**src/rtl/bomberman_draw_engine_if.sv**
```systemverilog
// bomberman_draw_engine_if: draw commands, ROM port and VGA plot signals around the draw engine
interface bomberman_draw_engine_if;
    logic        copy_enable;
    logic [1:0]  memory_select;
    logic        draw_stage;
    logic        draw_t;
    logic        draw_p1;
    logic        draw_p2;
    logic        tc_enable;
    logic        stage_reset;
    logic [2:0]  tile_type;
    logic [7:0]  p1_x;
    logic [6:0]  p1_y;
    logic [7:0]  p2_x;
    logic [6:0]  p2_y;
    logic [2:0]  rom_data;
    logic [14:0] rom_address;
    logic [1:0]  rom_select;
    logic [8:0]  tile_index;
    logic        all_tiles_drawn;
    logic [7:0]  x;
    logic [6:0]  y;
    logic [2:0]  colour;
    logic        plot;
    logic        finished;

    modport master (
        output copy_enable, memory_select, draw_stage, draw_t, draw_p1, draw_p2,
               tc_enable, stage_reset, tile_type, p1_x, p1_y, p2_x, p2_y, rom_data,
        input  rom_address, rom_select, tile_index, all_tiles_drawn, x, y, colour, plot, finished
    );

    modport slave (
        input  copy_enable, memory_select, draw_stage, draw_t, draw_p1, draw_p2,
               tc_enable, stage_reset, tile_type, p1_x, p1_y, p2_x, p2_y, rom_data,
        output rom_address, rom_select, tile_index, all_tiles_drawn, x, y, colour, plot, finished
    );
endinterface

```
**src/rtl/bomberman_draw_engine.sv**
```systemverilog
// bomberman_draw_engine: streams background, tile and player sprite pixels from ROM to the VGA adapter
module bomberman_draw_engine #(
    parameter int         SCREEN_W    = 160,
    parameter int         SCREEN_H    = 120,
    parameter int         TILE_COLS   = 20,
    parameter int         TILE_ROWS   = 15,
    parameter int         P1_SPRITE   = 6,
    parameter int         P2_SPRITE   = 7,
    parameter logic [2:0] TRANSPARENT = 3'b000
) (
    input logic                    clock,
    input logic                    reset,
    bomberman_draw_engine_if.slave bus
);
    localparam logic [7:0]  LAST_X    = 8'(SCREEN_W - 1);
    localparam logic [6:0]  LAST_Y    = 7'(SCREEN_H - 1);
    localparam logic [8:0]  COLS      = 9'(TILE_COLS);
    localparam logic [8:0]  LAST_TILE = 9'(TILE_COLS * TILE_ROWS - 1);
    localparam logic [14:0] ROW_PITCH = 15'(SCREEN_W);

    typedef enum logic [1:0] {IDLE, RUN, FLUSH, DONE} state_t;

    state_t      state_q;
    logic        stage_q, player_q, valid_q, plot_q, finished_q;
    logic [2:0]  sprite_q, colour_q, sprite_d;
    logic [7:0]  bx_q, px_q, x_q, px_d, bx_d;
    logic [6:0]  by_q, py_q, y_q, py_d, by_d;
    logic [8:0]  vx_q, tile_index_q, tile_col, tile_row;
    logic [7:0]  vy_q;
    logic [14:0] rom_address_q, rom_address_d;
    logic [1:0]  rom_select_q;
    logic        accept, wrap_x, last_pix;

    // Request decode, accept-time geometry and next pixel address
    always_comb begin
        accept        = bus.copy_enable && (bus.draw_stage || bus.draw_t || bus.draw_p1 || bus.draw_p2);
        tile_col      = tile_index_q % COLS;
        tile_row      = tile_index_q / COLS;
        sprite_d      = bus.draw_t ? bus.tile_type : bus.draw_p1 ? 3'(P1_SPRITE) : 3'(P2_SPRITE);
        bx_d          = bus.draw_stage ? 8'd0 : bus.draw_t ? 8'({tile_col, 3'b000}) : bus.draw_p1 ? bus.p1_x : bus.p2_x;
        by_d          = bus.draw_stage ? 7'd0 : bus.draw_t ? 7'({tile_row, 3'b000}) : bus.draw_p1 ? bus.p1_y : bus.p2_y;
        wrap_x        = px_q == (stage_q ? LAST_X : 8'd7);
        last_pix      = wrap_x && py_q == (stage_q ? LAST_Y : 7'd7);
        px_d          = wrap_x ? 8'd0 : px_q + 8'd1;
        py_d          = wrap_x ? py_q + 7'd1 : py_q;
        rom_address_d = stage_q ? 15'(py_d) * ROW_PITCH + 15'(px_d) : {6'd0, sprite_q, py_d[2:0], px_d[2:0]};
    end

    // Draw FSM with a one-cycle pixel pipeline aligning position with ROM data
    always_ff @(posedge clock) begin
        if (reset) begin
            state_q       <= IDLE;
            stage_q       <= 1'b0;
            player_q      <= 1'b0;
            sprite_q      <= 3'd0;
            bx_q          <= 8'd0;
            by_q          <= 7'd0;
            px_q          <= 8'd0;
            py_q          <= 7'd0;
            rom_address_q <= 15'd0;
            rom_select_q  <= 2'd0;
            valid_q       <= 1'b0;
            vx_q          <= 9'd0;
            vy_q          <= 8'd0;
            plot_q        <= 1'b0;
            finished_q    <= 1'b0;
            x_q           <= 8'd0;
            y_q           <= 7'd0;
            colour_q      <= 3'd0;
        end else begin
            valid_q    <= state_q == RUN;
            vx_q       <= {1'b0, bx_q} + {1'b0, px_q};
            vy_q       <= {1'b0, by_q} + {1'b0, py_q};
            plot_q     <= valid_q && vx_q < 9'(SCREEN_W) && vy_q < 8'(SCREEN_H) &&
                          !(player_q && bus.rom_data == TRANSPARENT);
            finished_q <= state_q == DONE;
            if (valid_q) begin
                x_q      <= vx_q[7:0];
                y_q      <= vy_q[6:0];
                colour_q <= bus.rom_data;
            end
            case (state_q)
                IDLE: if (accept) begin
                    state_q       <= RUN;
                    stage_q       <= bus.draw_stage;
                    player_q      <= !bus.draw_stage && !bus.draw_t;
                    sprite_q      <= sprite_d;
                    bx_q          <= bx_d;
                    by_q          <= by_d;
                    px_q          <= 8'd0;
                    py_q          <= 7'd0;
                    rom_address_q <= bus.draw_stage ? 15'd0 : {6'd0, sprite_d, 6'd0};
                    rom_select_q  <= bus.memory_select;
                end
                RUN: if (last_pix) state_q <= FLUSH;
                else begin
                    px_q          <= px_d;
                    py_q          <= py_d;
                    rom_address_q <= rom_address_d;
                end
                FLUSH: state_q <= DONE;
                default: state_q <= IDLE;
            endcase
        end
    end

    // Stage tile counter; stage_reset wins over tc_enable
    always_ff @(posedge clock) begin
        if (reset || bus.stage_reset) tile_index_q <= 9'd0;
        else if (bus.tc_enable) tile_index_q <= tile_index_q == LAST_TILE ? 9'd0 : tile_index_q + 9'd1;
    end

    assign bus.rom_address     = rom_address_q;
    assign bus.rom_select      = rom_select_q;
    assign bus.tile_index      = tile_index_q;
    assign bus.all_tiles_drawn = tile_index_q == LAST_TILE;
    assign bus.x               = x_q;
    assign bus.y               = y_q;
    assign bus.colour          = colour_q;
    assign bus.plot            = plot_q;
    assign bus.finished        = finished_q;
endmodule

```
**src/flat_wrapper.sv**
```systemverilog
// flat-port wrapper written by rule: the top's interface ports become plain ports
module bomberman_draw_engine_flat 
#(
    parameter int         SCREEN_W    = 160,
    parameter int         SCREEN_H    = 120,
    parameter int         TILE_COLS   = 20,
    parameter int         TILE_ROWS   = 15,
    parameter int         P1_SPRITE   = 6,
    parameter int         P2_SPRITE   = 7,
    parameter logic [2:0] TRANSPARENT = 3'b000
)
  (clock, reset, bus_copy_enable, bus_memory_select, bus_draw_stage, bus_draw_t, bus_draw_p1, bus_draw_p2, bus_tc_enable, bus_stage_reset, bus_tile_type, bus_p1_x, bus_p1_y, bus_p2_x, bus_p2_y, bus_rom_data, bus_rom_address, bus_rom_select, bus_tile_index, bus_all_tiles_drawn, bus_x, bus_y, bus_colour, bus_plot, bus_finished);
  bomberman_draw_engine_if bus_i ();
  input logic clock;
  input logic reset;
  input wire logic [$bits(bus_i.copy_enable)-1:0] bus_copy_enable;
  input wire logic [$bits(bus_i.memory_select)-1:0] bus_memory_select;
  input wire logic [$bits(bus_i.draw_stage)-1:0] bus_draw_stage;
  input wire logic [$bits(bus_i.draw_t)-1:0] bus_draw_t;
  input wire logic [$bits(bus_i.draw_p1)-1:0] bus_draw_p1;
  input wire logic [$bits(bus_i.draw_p2)-1:0] bus_draw_p2;
  input wire logic [$bits(bus_i.tc_enable)-1:0] bus_tc_enable;
  input wire logic [$bits(bus_i.stage_reset)-1:0] bus_stage_reset;
  input wire logic [$bits(bus_i.tile_type)-1:0] bus_tile_type;
  input wire logic [$bits(bus_i.p1_x)-1:0] bus_p1_x;
  input wire logic [$bits(bus_i.p1_y)-1:0] bus_p1_y;
  input wire logic [$bits(bus_i.p2_x)-1:0] bus_p2_x;
  input wire logic [$bits(bus_i.p2_y)-1:0] bus_p2_y;
  input wire logic [$bits(bus_i.rom_data)-1:0] bus_rom_data;
  output wire logic [$bits(bus_i.rom_address)-1:0] bus_rom_address;
  output wire logic [$bits(bus_i.rom_select)-1:0] bus_rom_select;
  output wire logic [$bits(bus_i.tile_index)-1:0] bus_tile_index;
  output wire logic [$bits(bus_i.all_tiles_drawn)-1:0] bus_all_tiles_drawn;
  output wire logic [$bits(bus_i.x)-1:0] bus_x;
  output wire logic [$bits(bus_i.y)-1:0] bus_y;
  output wire logic [$bits(bus_i.colour)-1:0] bus_colour;
  output wire logic [$bits(bus_i.plot)-1:0] bus_plot;
  output wire logic [$bits(bus_i.finished)-1:0] bus_finished;
  assign bus_i.copy_enable = bus_copy_enable;
  assign bus_i.memory_select = bus_memory_select;
  assign bus_i.draw_stage = bus_draw_stage;
  assign bus_i.draw_t = bus_draw_t;
  assign bus_i.draw_p1 = bus_draw_p1;
  assign bus_i.draw_p2 = bus_draw_p2;
  assign bus_i.tc_enable = bus_tc_enable;
  assign bus_i.stage_reset = bus_stage_reset;
  assign bus_i.tile_type = bus_tile_type;
  assign bus_i.p1_x = bus_p1_x;
  assign bus_i.p1_y = bus_p1_y;
  assign bus_i.p2_x = bus_p2_x;
  assign bus_i.p2_y = bus_p2_y;
  assign bus_i.rom_data = bus_rom_data;
  assign bus_rom_address = bus_i.rom_address;
  assign bus_rom_select = bus_i.rom_select;
  assign bus_tile_index = bus_i.tile_index;
  assign bus_all_tiles_drawn = bus_i.all_tiles_drawn;
  assign bus_x = bus_i.x;
  assign bus_y = bus_i.y;
  assign bus_colour = bus_i.colour;
  assign bus_plot = bus_i.plot;
  assign bus_finished = bus_i.finished;
  bomberman_draw_engine #(.SCREEN_W(SCREEN_W), .SCREEN_H(SCREEN_H), .TILE_COLS(TILE_COLS), .TILE_ROWS(TILE_ROWS), .P1_SPRITE(P1_SPRITE), .P2_SPRITE(P2_SPRITE), .TRANSPARENT(TRANSPARENT)) u_core (.clock(clock), .reset(reset), .bus(bus_i));
endmodule
```
**config.mk**
```make
export PLATFORM = sky130hd
export DESIGN_NAME = bomberman_draw_engine_flat
export DESIGN_NICKNAME = d
export VERILOG_FILES = /design/src/rtl/bomberman_draw_engine_if.sv /design/src/rtl/bomberman_draw_engine.sv /design/src/flat_wrapper.sv
export SDC_FILE = /design/constraint.sdc
export NUM_CORES = 1
export LEC_CHECK = 0
export BUFFER_PORTS_ARGS = -buffer_cell sky130_fd_sc_hd__buf_4
export CAP_MARGIN = 25
export CORE_MARGIN = 8
export CORE_UTILIZATION = 35
export DETAILED_ROUTE_END_ITERATION = 6
export HOLD_SLACK_MARGIN = 0.06
export PLACE_DENSITY = 0.6
export SLEW_MARGIN = 20
export SYNTH_ARGS = -nofsm -noshare
export SYNTH_HDL_FRONTEND = slang
export SYNTH_SLANG_ARGS = --single-unit
```
**constraint.sdc**
```tcl
create_clock -name clock -period 3.8 [get_ports clock]
set_input_delay 0 -clock clock [delete_from_list [all_inputs] [get_ports clock]]
set_output_delay 0 -clock clock [all_outputs]
set_load 0.03 [all_outputs]
```
[Word level (Yosys, flattened, before mapping)]
Index checks and enable logic that the tools add are counted.
Cells by class
  div/mod/pow operators: 2
  mux-type cells: 27
  reduce and logical (&&, ||, !) cells: 20
  magnitude comparators: 2
  multiply operators: 1
  $add $sub $neg: 6
  eq/ne operators: 9
Operators with widths (number)
  2-to-1 mux 8 bit: 7
  2-to-1 mux 7 bit: 7
  2-to-1 mux 15 bit: 3
  one-hot mux 15 bit (2 select lines): 1
  2-to-1 mux 9 bit: 2
  one-hot mux 8 bit (2 select lines): 1
  adder 15 x 8 -> 15 bit: 1
  one-hot mux 7 bit (2 select lines): 1
  multiplier 7 x 3 -> 10 bit, second input constant: 1
  adder 8 x 8 -> 9 bit: 1
  adder 9 x 1 -> 9 bit, second input constant: 1
  divider 9 x 5 -> 9 bit, second input constant: 1
  == test 9 bit, second input constant: 1
  less-than comparator 9 x 8 -> 1 bit, second input constant: 1
  remainder unit 9 x 5 -> 9 bit, second input constant: 1
  adder 7 x 7 -> 8 bit: 1
  adder 8 x 1 -> 8 bit, second input constant: 1
  == test 8 bit: 1
  less-than comparator 8 x 7 -> 1 bit, second input constant: 1
  adder 7 x 1 -> 7 bit, second input constant: 1
  == test 7 bit: 1
  logical AND 1 bit: 7
  one-hot mux 2 bit (3 select lines): 1
  == test 2 bit, second input constant: 2
  13 further kinds: 21
Storage, ports and cells
  output and inout bits: 47
  word-level logic and storage cells: 86
  bits in registers: 101
  bits of input ports: 47

[Depth between registers and ports, before layout]
Gate-level depths: netlist (run 1).
  depth after elaboration: 8
  mapped depth: 16

[Worst setup path after synthesis (run 1)]
Ideal clock, no wire load.
  kind: register to register
  start: reg, netlist name u_core.bus.rom_address[0]
  end: reg u_core.rom_address_q[14] (netlist: u_core.bus.rom_address[14])
  slack: -380 ps
  period minus slack after synthesis: 4180 ps
  setup time: 61 ps
  required time: 3739 ps
  buffers on the path: 0
  arrival: 4119 ps
  stages on the path, launching flop included: 15
  path through: dfxtp_1 > ha_1 > or4bb_1 > a21oi_2 > mux2i_1 > inv_1 > ha_1 > ha_1 > inv_1 > fa_1 > nor4_1 > or4bb_1 > a21boi_0 > o211a_1 > a221o_1
RTL lines
  to (signal assigned): line bomberman_draw_engine.sv:92  | rom_address_q <= bus.draw_stage ? 15'd0 : {6'd0, sprite_d, 6'd0};
  to (signal assigned): line bomberman_draw_engine.sv:99  | rom_address_q <= rom_address_d;
  to (decl): line bomberman_draw_engine.sv:30  | logic [14:0] rom_address_q, rom_address_d;

==> reports/metrics.csv, run 1 <==
stage;metric;value;unit
setup_path;critical path launch point type;flop;
cts;clock buffer depth;2;
setup_path;CP top delay family;simple AND/OR/NAND/NOR gates;
drt;Routed WL per cell;15.8;µm
power_and_ir_drop;Peak VDD IR;0.230;mV
cells_and_area;final std cells w/o fill;1077;
timing;RSZ-0062 raised after global routing;yes;
logic_synthesis;Yosys Warn Count;0;
logic_synthesis;cell taking the most area after synthesis;dfxtp_1;
timing;Hold WS;0.0731;ns
cts;Skew-Pair Late Insertion Delay;0.36;ns
placement;placed cell area;7200;µm²
cts;Sink Count;98;
placement;dpl hpwl;12400;µm
floorplanning;Rows;48;
placement;Placer Congestion;0.869;
power_and_ir_drop;PD cells;391;nW/µm²
cts;CTS clk-pin slew, worst paths;0.07;ns
logic_synthesis;top cells by area, synth;dfxtp_1 32%, ha_1 7.4%, nor2_1 5.6%, mux2i_1 4.8%, xnor2_1 3.9%;
cells_and_area;most frequent cells in the layout;132 x buf_4, 94 x dfxtp_1, 91 x nor2_1;
cells_and_area;synthesis-to-layout area growth;29.4;%
timing;setup violators final;0;
logic_synthesis;FF+latch count, synth;98;
timing;Slew Limit Fails;0;
cts;CTS Root Cell;clkbuf_16;
cts;total CTS buffers;9;
cells_and_area;# fillers;1706;
drt;routed wire length;17000;µm
grt;gr usage total;15.3;%
timing;fmax;0.270;GHz
setup_path;Required @ worst endpoint;4.10;ns
setup_path;max incr delay on CP;0.51;ns
timing;max_slew headroom;39.5;%
cells_and_area;post-layout util;46.0;%
floorplanning;die height;148;µm
timing;Tcrit/Tclk final;97.4;%
setup_path;Critical Path Sink Type;flop;
drt;Detailed Route Iter0 Violations;310;
logic_synthesis;count of cell types in the netlist;76;
logic_synthesis;Primary FF master, synth;dfxtp_1;
grt;initial antenna violation count;0;
timing;Tmin final;3.70;ns
logic_synthesis;Avg Inst Size Synth;8.46;µm²
drt;DR pass1 iterations;5;
logic_synthesis;sequential area share after synthesis;32.1;%
hold_path;Min-Delay Path Class;input port to flop;
cts;CTS tree;done;
floorplanning;Starting Density;35.5;%
timing;Hold Vio Cnt, Final;0;
setup_path;Worst EP arrival;4.00;ns
floorplanning;I/O Pins;94;
cells_and_area;nets;933;
logic_synthesis;syn nets;809;
setup_path;Buffers & Inverters on Critical Path;2;
setup_path;critical path type;flop to flop;
job;number of max-cap violations;0;
logic_synthesis;number of enable flip-flop cells after synthesis;0;
floorplanning;Placeable Area;17200;µm²
logic_synthesis;Cell Area, Synth;6110;µm²
setup_path;CP max-delay cell;or4bb_4;
grt;total gr overflow;0;
grt;first-pass GRT wire length;27500;µm
drt;DRC viols;0;
cts;H-tree levels;3;
cells_and_area;share of layout cells above drive strength 1;23.5;%
floorplanning;die area;21900;µm²
grt;number of global-route vias before repair;5302;
run_status;run status;finished, final reports clean;
timing;clock skew;0.00801;ns
floorplanning;chip width;148;µm
logic_synthesis;Post-synth ARST share;0;%
cells_and_area;most common cell after layout, fill and taps aside;buf_4;
logic_synthesis;top cell type's share of synthesized area;32.1;%
drt;DR vias/cell;5.23;
setup_path;CP max FO;4;
grt;largest net degree at the start of global routing;49;
logic_synthesis;post-synthesis cell count;722;
cells_and_area;final instance area;7900;µm²
power_and_ir_drop;Pleak;0.00322;µW
placement;placed cells;1025;
drt;vias;5634;
drt;antenna viol nets, final;0;
timing;Tightest Pin Transition;0.906;ns
timing;TNS Setup;0;ns
setup_path;cells along the critical path;ha_2 -> or4bb_4 -> a21oi_4 -> mux2i_4 -> inv_2 -> ha_4 -> ha_4 -> inv_2 -> fa_2 -> nor4_4 -> or4bb_1 -> a21boi_1 -> o211a_1 -> a221o_1;
placement;Port Buffers;93;
==> final timing paths <==
check / from / to / slack [ns] / depth (start not counted)
setup / recovery: u_core.bus.rom_address[1] / u_core.bus.rom_address[14] / 0.1 / 14
hold / removal: bus_p2_y[4] / u_core.by_q[4] / 0.07 / 4
setup reg to reg: u_core.bus.rom_address[1] / u_core.bus.rom_address[14] / 0.1 / 14
hold reg to reg: u_core.bus.rom_address[5] / u_core.bus.rom_address[5] / 0.46 / 2
==> metrics by stage <==
step / setup WS (ns) / power (µW)
final: 0.0978 / 3090
after global placement: 0.0580 / 2190
after CTS: 0.00836 / 3130
after floorplan: 0.00223 / 1890
after global routing: -0.0318 / 3260
after detailed placement: -0.0159 / 2200
==> where the power goes <==
part / switching (µW) / internal, µW / total (µW)
sequential: 79.0 / 1120 / 1200
combinational: 617 / 391 / 1010
clock: 428 / 454 / 882
total: 1120 / 1970 / 3090
==> cells in the mapped netlist (all sizes together), types with 7 or more instances <==
cell type / n
o21ai: 29
xnor2: 27
clkbuf: 36
nand4: 8
inv: 33
dfxtp: 98
nor2: 92
nand3: 10
mux2i: 29
buf: 12
a21o: 7
nand2: 51
a211oi: 11
mux2: 16
nor2b: 18
a21oi: 33
a22oi: 12
xor2: 10
nor3: 24
ha: 36
nand2b: 9
==> layer usage <==
layer  vias up  global-route usage, %  part of all wire (%)
li1       2836                      -                     -
met1      2651                   20.8                    48
met2       137                   23.8                    46
met3        10                   3.49                   5.7
met4         0                   4.23                  0.97
met5         -                      0                     0
==> layout make-up <==
class | count | area, µm² | share of cell area (%)
Antenna cell | 1 | 2.50 | 0.0317
Clock buffer | 9 | 225 | 2.85
Clock inverter | 7 | 62.6 | 0.792
Inverter | 33 | 124 | 1.57
Multi-Input combinational cell | 543 | 3960 | 50.1
Sequential cell | 98 | 1970 | 24.9
Tap cell | 225 | 282 | 3.56
Timing Repair Buffer | 161 | 1280 | 16.2
==> worst reg2reg max path, cell delays in order (launching register included) <==
cell	delay (ns)
dfxtp_2	0.33
ha_2	0.17
or4bb_4	0.51
a21oi_4	0.23
mux2i_4	0.28
inv_2	0.08
ha_4	0.25
ha_4	0.16
inv_2	0.05
fa_2	0.46
nor4_4	0.30
or4bb_1	0.42
a21boi_1	0.16
o211a_1	0.15
a221o_1	0.10
==> what timing repair did <==
action | in CTS | in global routing
hold buffers | 29 | 0
gates resized for setup | 2 | 9
setup buffers | 0 | 6
endpoints found under the hold margin | 31 | 0
pin swaps | 0 | 10
endpoints found under the setup margin | 1 | 2
==> kinds of logic after synthesis <==
family / after synthesis / share of synthesized area [%]
flip-flops: 98 / 32.1
adder cells (fa/ha/maj): 40 / 8.69
AO/OA/AOI/OAI: 165 / 19.6
multiplexers: 45 / 7.70
XOR/XNOR: 37 / 5.43
AND/OR/NAND/NOR: 256 / 20.9
buffers and inverters: 81 / 5.55
==> flip-flops by register name, summed over array words and instances (netlist names) <==
name                    count
u_core.bus.tile_index       9
u_core.bus.rom_address     15
u_core.vx_q                 9
u_core.bus.rom_select       2
u_core.stage_q              1
u_core.bus.x                8
u_core.by_q                 7
u_core.bus.plot             1
u_core.player_q             1
u_core.bx_q                 8
u_core.py_q                 7
u_core.vy_q                 8
u_core.px_q                 5
u_core.bus.finished         1
u_core.state_q              2
u_core.sprite_q             3
u_core.valid_q              1
u_core.bus.colour           3
u_core.bus.y                7
No activity file was read; power rests on OpenSTA's default activity.
==> inputs of run 2 (changes only) <==
--- a/config.mk
+++ b/config.mk
@@ -10,6 +10,7 @@
 export CORE_MARGIN = 8
-export CORE_UTILIZATION = 35
+export CORE_UTILIZATION = 52
 export DETAILED_ROUTE_END_ITERATION = 6
 export HOLD_SLACK_MARGIN = 0.06
-export PLACE_DENSITY = 0.6
+export PLACE_DENSITY = 0.81
+export REMOVE_ABC_BUFFERS = 1
 export SLEW_MARGIN = 20
--- a/constraint.sdc
+++ b/constraint.sdc
@@ -3,2 +3,2 @@
 set_output_delay 0 -clock clock [all_outputs]
-set_load 0.03 [all_outputs]
+set_load 0.05 [all_outputs]
==> reports/metrics.csv, run 2 (synthesis results as in run 1) <==
stage;metric;value;unit;change
cts;Sink Count;98;;unchanged
grt;number of global-route vias before repair;5795;;+9.3%
drt;routed wire length;18100;µm;+6.2%
setup_path;critical path capture point;u_core.bus.rom_address[14];;
timing;Tightest Pin Transition;0.963;ns;+0.0572 ns
grt;total gr overflow;0;;unchanged
setup_path;Critical Path Sink Type;flop;;
timing;RSZ-0062 raised after global routing;yes;;
drt;DR vias/cell;6.00;;+15%
hold_path;Hold Path Cell Cnt;4;;unchanged
power_and_ir_drop;Peak VDD IR;0.317;mV;+38%
floorplanning;I/O Pins;94;;unchanged
floorplanning;die area;15500;µm²;-29%
power_and_ir_drop;Pleak;0.00322;µW;about the same
cells_and_area;most frequent cells in the layout;133 x buf_4, 96 x dfxtp_1, 91 x nor2_1;;
hold_path;Min-Delay Path Class;input port to flop;;
setup_path;worst setup path start;u_core.stage_q;;
cts;CTS clk-pin slew, worst paths;0.07;ns;about the same
cells_and_area;final std cells w/o fill;989;;-8.2%
cells_and_area;antenna cells;0;;-1
drt;DR pass1 iterations;5;;unchanged
cells_and_area;nets;929;;-0.43%
setup_path;Worst EP arrival;4.25;ns;+0.25 ns
cells_and_area;synthesis-to-layout area growth;27.3;%;
cts;Skew-Pair Late Insertion Delay;0.35;ns;about the same
job;number of max-cap violations;0;;unchanged
timing;Hold WS;0.0656;ns;-0.00750 ns
grt;first-pass GRT wire length;28300;µm;+3.0%
drt;Detailed Route Iter0 Violations;650;;+110%
cts;H-tree levels;3;;unchanged
floorplanning;Rows;39;;-19%
cts;CTS Root Cell;clkbuf_16;;
timing;clock skew;0.0106;ns;+0.00257 ns
setup_path;Crit Reg-Reg Startpoint;u_core.stage_q;;
setup_path;CP max FO;4;;unchanged
floorplanning;Placeable Area;11400;µm²;-34%
setup_path;r2r endpoint;u_core.bus.rom_address[14];;
placement;Placer Congestion;0.905;;+4.1%
timing;Slew Limit Fails;0;;unchanged
timing;Tcrit/Tclk final;104;%;+7.0 points
cells_and_area;final instance area;7770;µm²;-1.6%
cts;total CTS buffers;9;;unchanged
drt;antenna viol nets, final;0;;unchanged
drt;Routed WL per cell;18.3;µm;+16%
timing;fin worst setup slack;-0.167;ns;-0.265 ns
timing;fmax;0.252;GHz;-6.7%
setup_path;R2R depth;15;;+1
drt;DRC viols;0;;unchanged
timing;Hold Vio Cnt, Final;0;;unchanged
timing;setup violators final;2;;+2
grt;gr usage total;21.4;%;+6.1 points
setup_path;critical path launch point type;flop;;
placement;placed cells;940;;-8.3%
grt;largest net degree at the start of global routing;47;;-4.1%
cts;CTS tree;done;;
power_and_ir_drop;Overall Power;3210;µW;+3.8%
timing;Tmin final;3.97;ns;+0.265 ns
setup_path;Required @ worst endpoint;4.08;ns;-0.02 ns
cells_and_area;most common cell after layout, fill and taps aside;buf_4;;
placement;Port Buffers;93;;unchanged
run_status;failing checks;negative setup slack;;
timing;max_slew headroom;35.7;%;-3.8 points
cells_and_area;Largest register FFs;15;;unchanged
setup_path;R2R Setup Slk;-0.17;ns;-0.27 ns
floorplanning;Starting Density;53.5;%;+18 points
setup_path;critical path type;flop to flop;;
placement;dpl hpwl;11900;µm;-3.8%
floorplanning;die height;124;µm;-16%
run_status;run status;complete, but fails checks;;
power_and_ir_drop;PD cells;413;nW/µm²;+5.5%
cts;clock buffer depth;2;;unchanged
drt;vias;5938;;+5.4%
floorplanning;chip width;124;µm;-16%
timing;TNS Setup;-0.182;ns;-0.182 ns
cells_and_area;share of layout cells above drive strength 1;23.9;%;+0.38 points
placement;placed cell area;6990;µm²;-2.9%
grt;initial antenna violation count;0;;unchanged
## run 2: timing repair
action | in CTS | in global routing
pin swaps | 10 | 5
endpoints found under the setup margin | 3 | 3
gates resized for setup | 23 | 9
hold endpoints to repair | 17 | 0
hold buffers | 21 | 0
setup buffers | 10 | 2
## run 2: worst min-delay path by stage
stage | startpoint | endpoint | slack, ns
after floorplan | reset | u_core.vx_q[1] | 0.07
after global placement | bus_rom_data[0] | u_core.bus.colour[0] | 0.25
after detailed placement | bus_rom_data[0] | u_core.bus.colour[0] | 0.27
after CTS | bus_p2_y[0] | u_core.by_q[0] | 0.07
after global routing | bus_draw_t | u_core.bx_q[6] | 0.08
final | bus_p2_y[0] | u_core.by_q[0] | 0.07
## run 2: report_power, final
| part | switching [µW] | internal (µW) | leakage (µW) |
|---|---|---|---|
| Combinational | 695 | 394 | 0.00228 |
| Sequential | 67.1 | 1120 | 0.000795 |
| Clock | 415 | 518 | 0.000149 |
## run 2: cell type report
class	instances	area [µm²]
sequential	98	1960
multi-input combinational	543	3970
inverter	33	124
clock inverter	6	72.6
tap	143	179
timing repair buffer	157	1240
clock buffer	9	225
fill	883	3640
## run 2: critical path, cell delays in order, from the launching register on
cell,delay (ns)
dfxtp_1,0.32
or4_4,0.56
buf_6,0.15
a21oi_4,0.19
buf_6,0.14
nand2_1,0.13
xnor2_2,0.28
ha_1,0.31
buf_4,0.15
ha_1,0.30
a211oi_2,0.31
nor3b_2,0.13
or4bb_1,0.51
a21boi_2,0.16
o211a_1,0.15
a221o_1,0.11
## run 2: layer usage
layer | up-vias | part of all wire (%) | wire [µm] | track usage, %
met1 | 2797 | 43 | 7740 | 27.3
li1 | 2821 | - | - | -
met3 | 39 | 7.2 | 1310 | 3.57
met4 | 0 | 2.8 | 504 | 7.87
met2 | 281 | 47 | 8540 | 35.4
met5 | - | 0 | 0 | 0
## run 2: metrics by stage
stage / setup slack [ns] / util (%)
6_report: -0.167 / 68.1
5_1_grt: -0.267 / 68.1
4_1_cts: 0.00463 / 67.3
3_5_place_dp: -0.313 / 61.2
3_3_place_gp: -0.118 / 61.2
2_1_floorplan: -0.765 / -
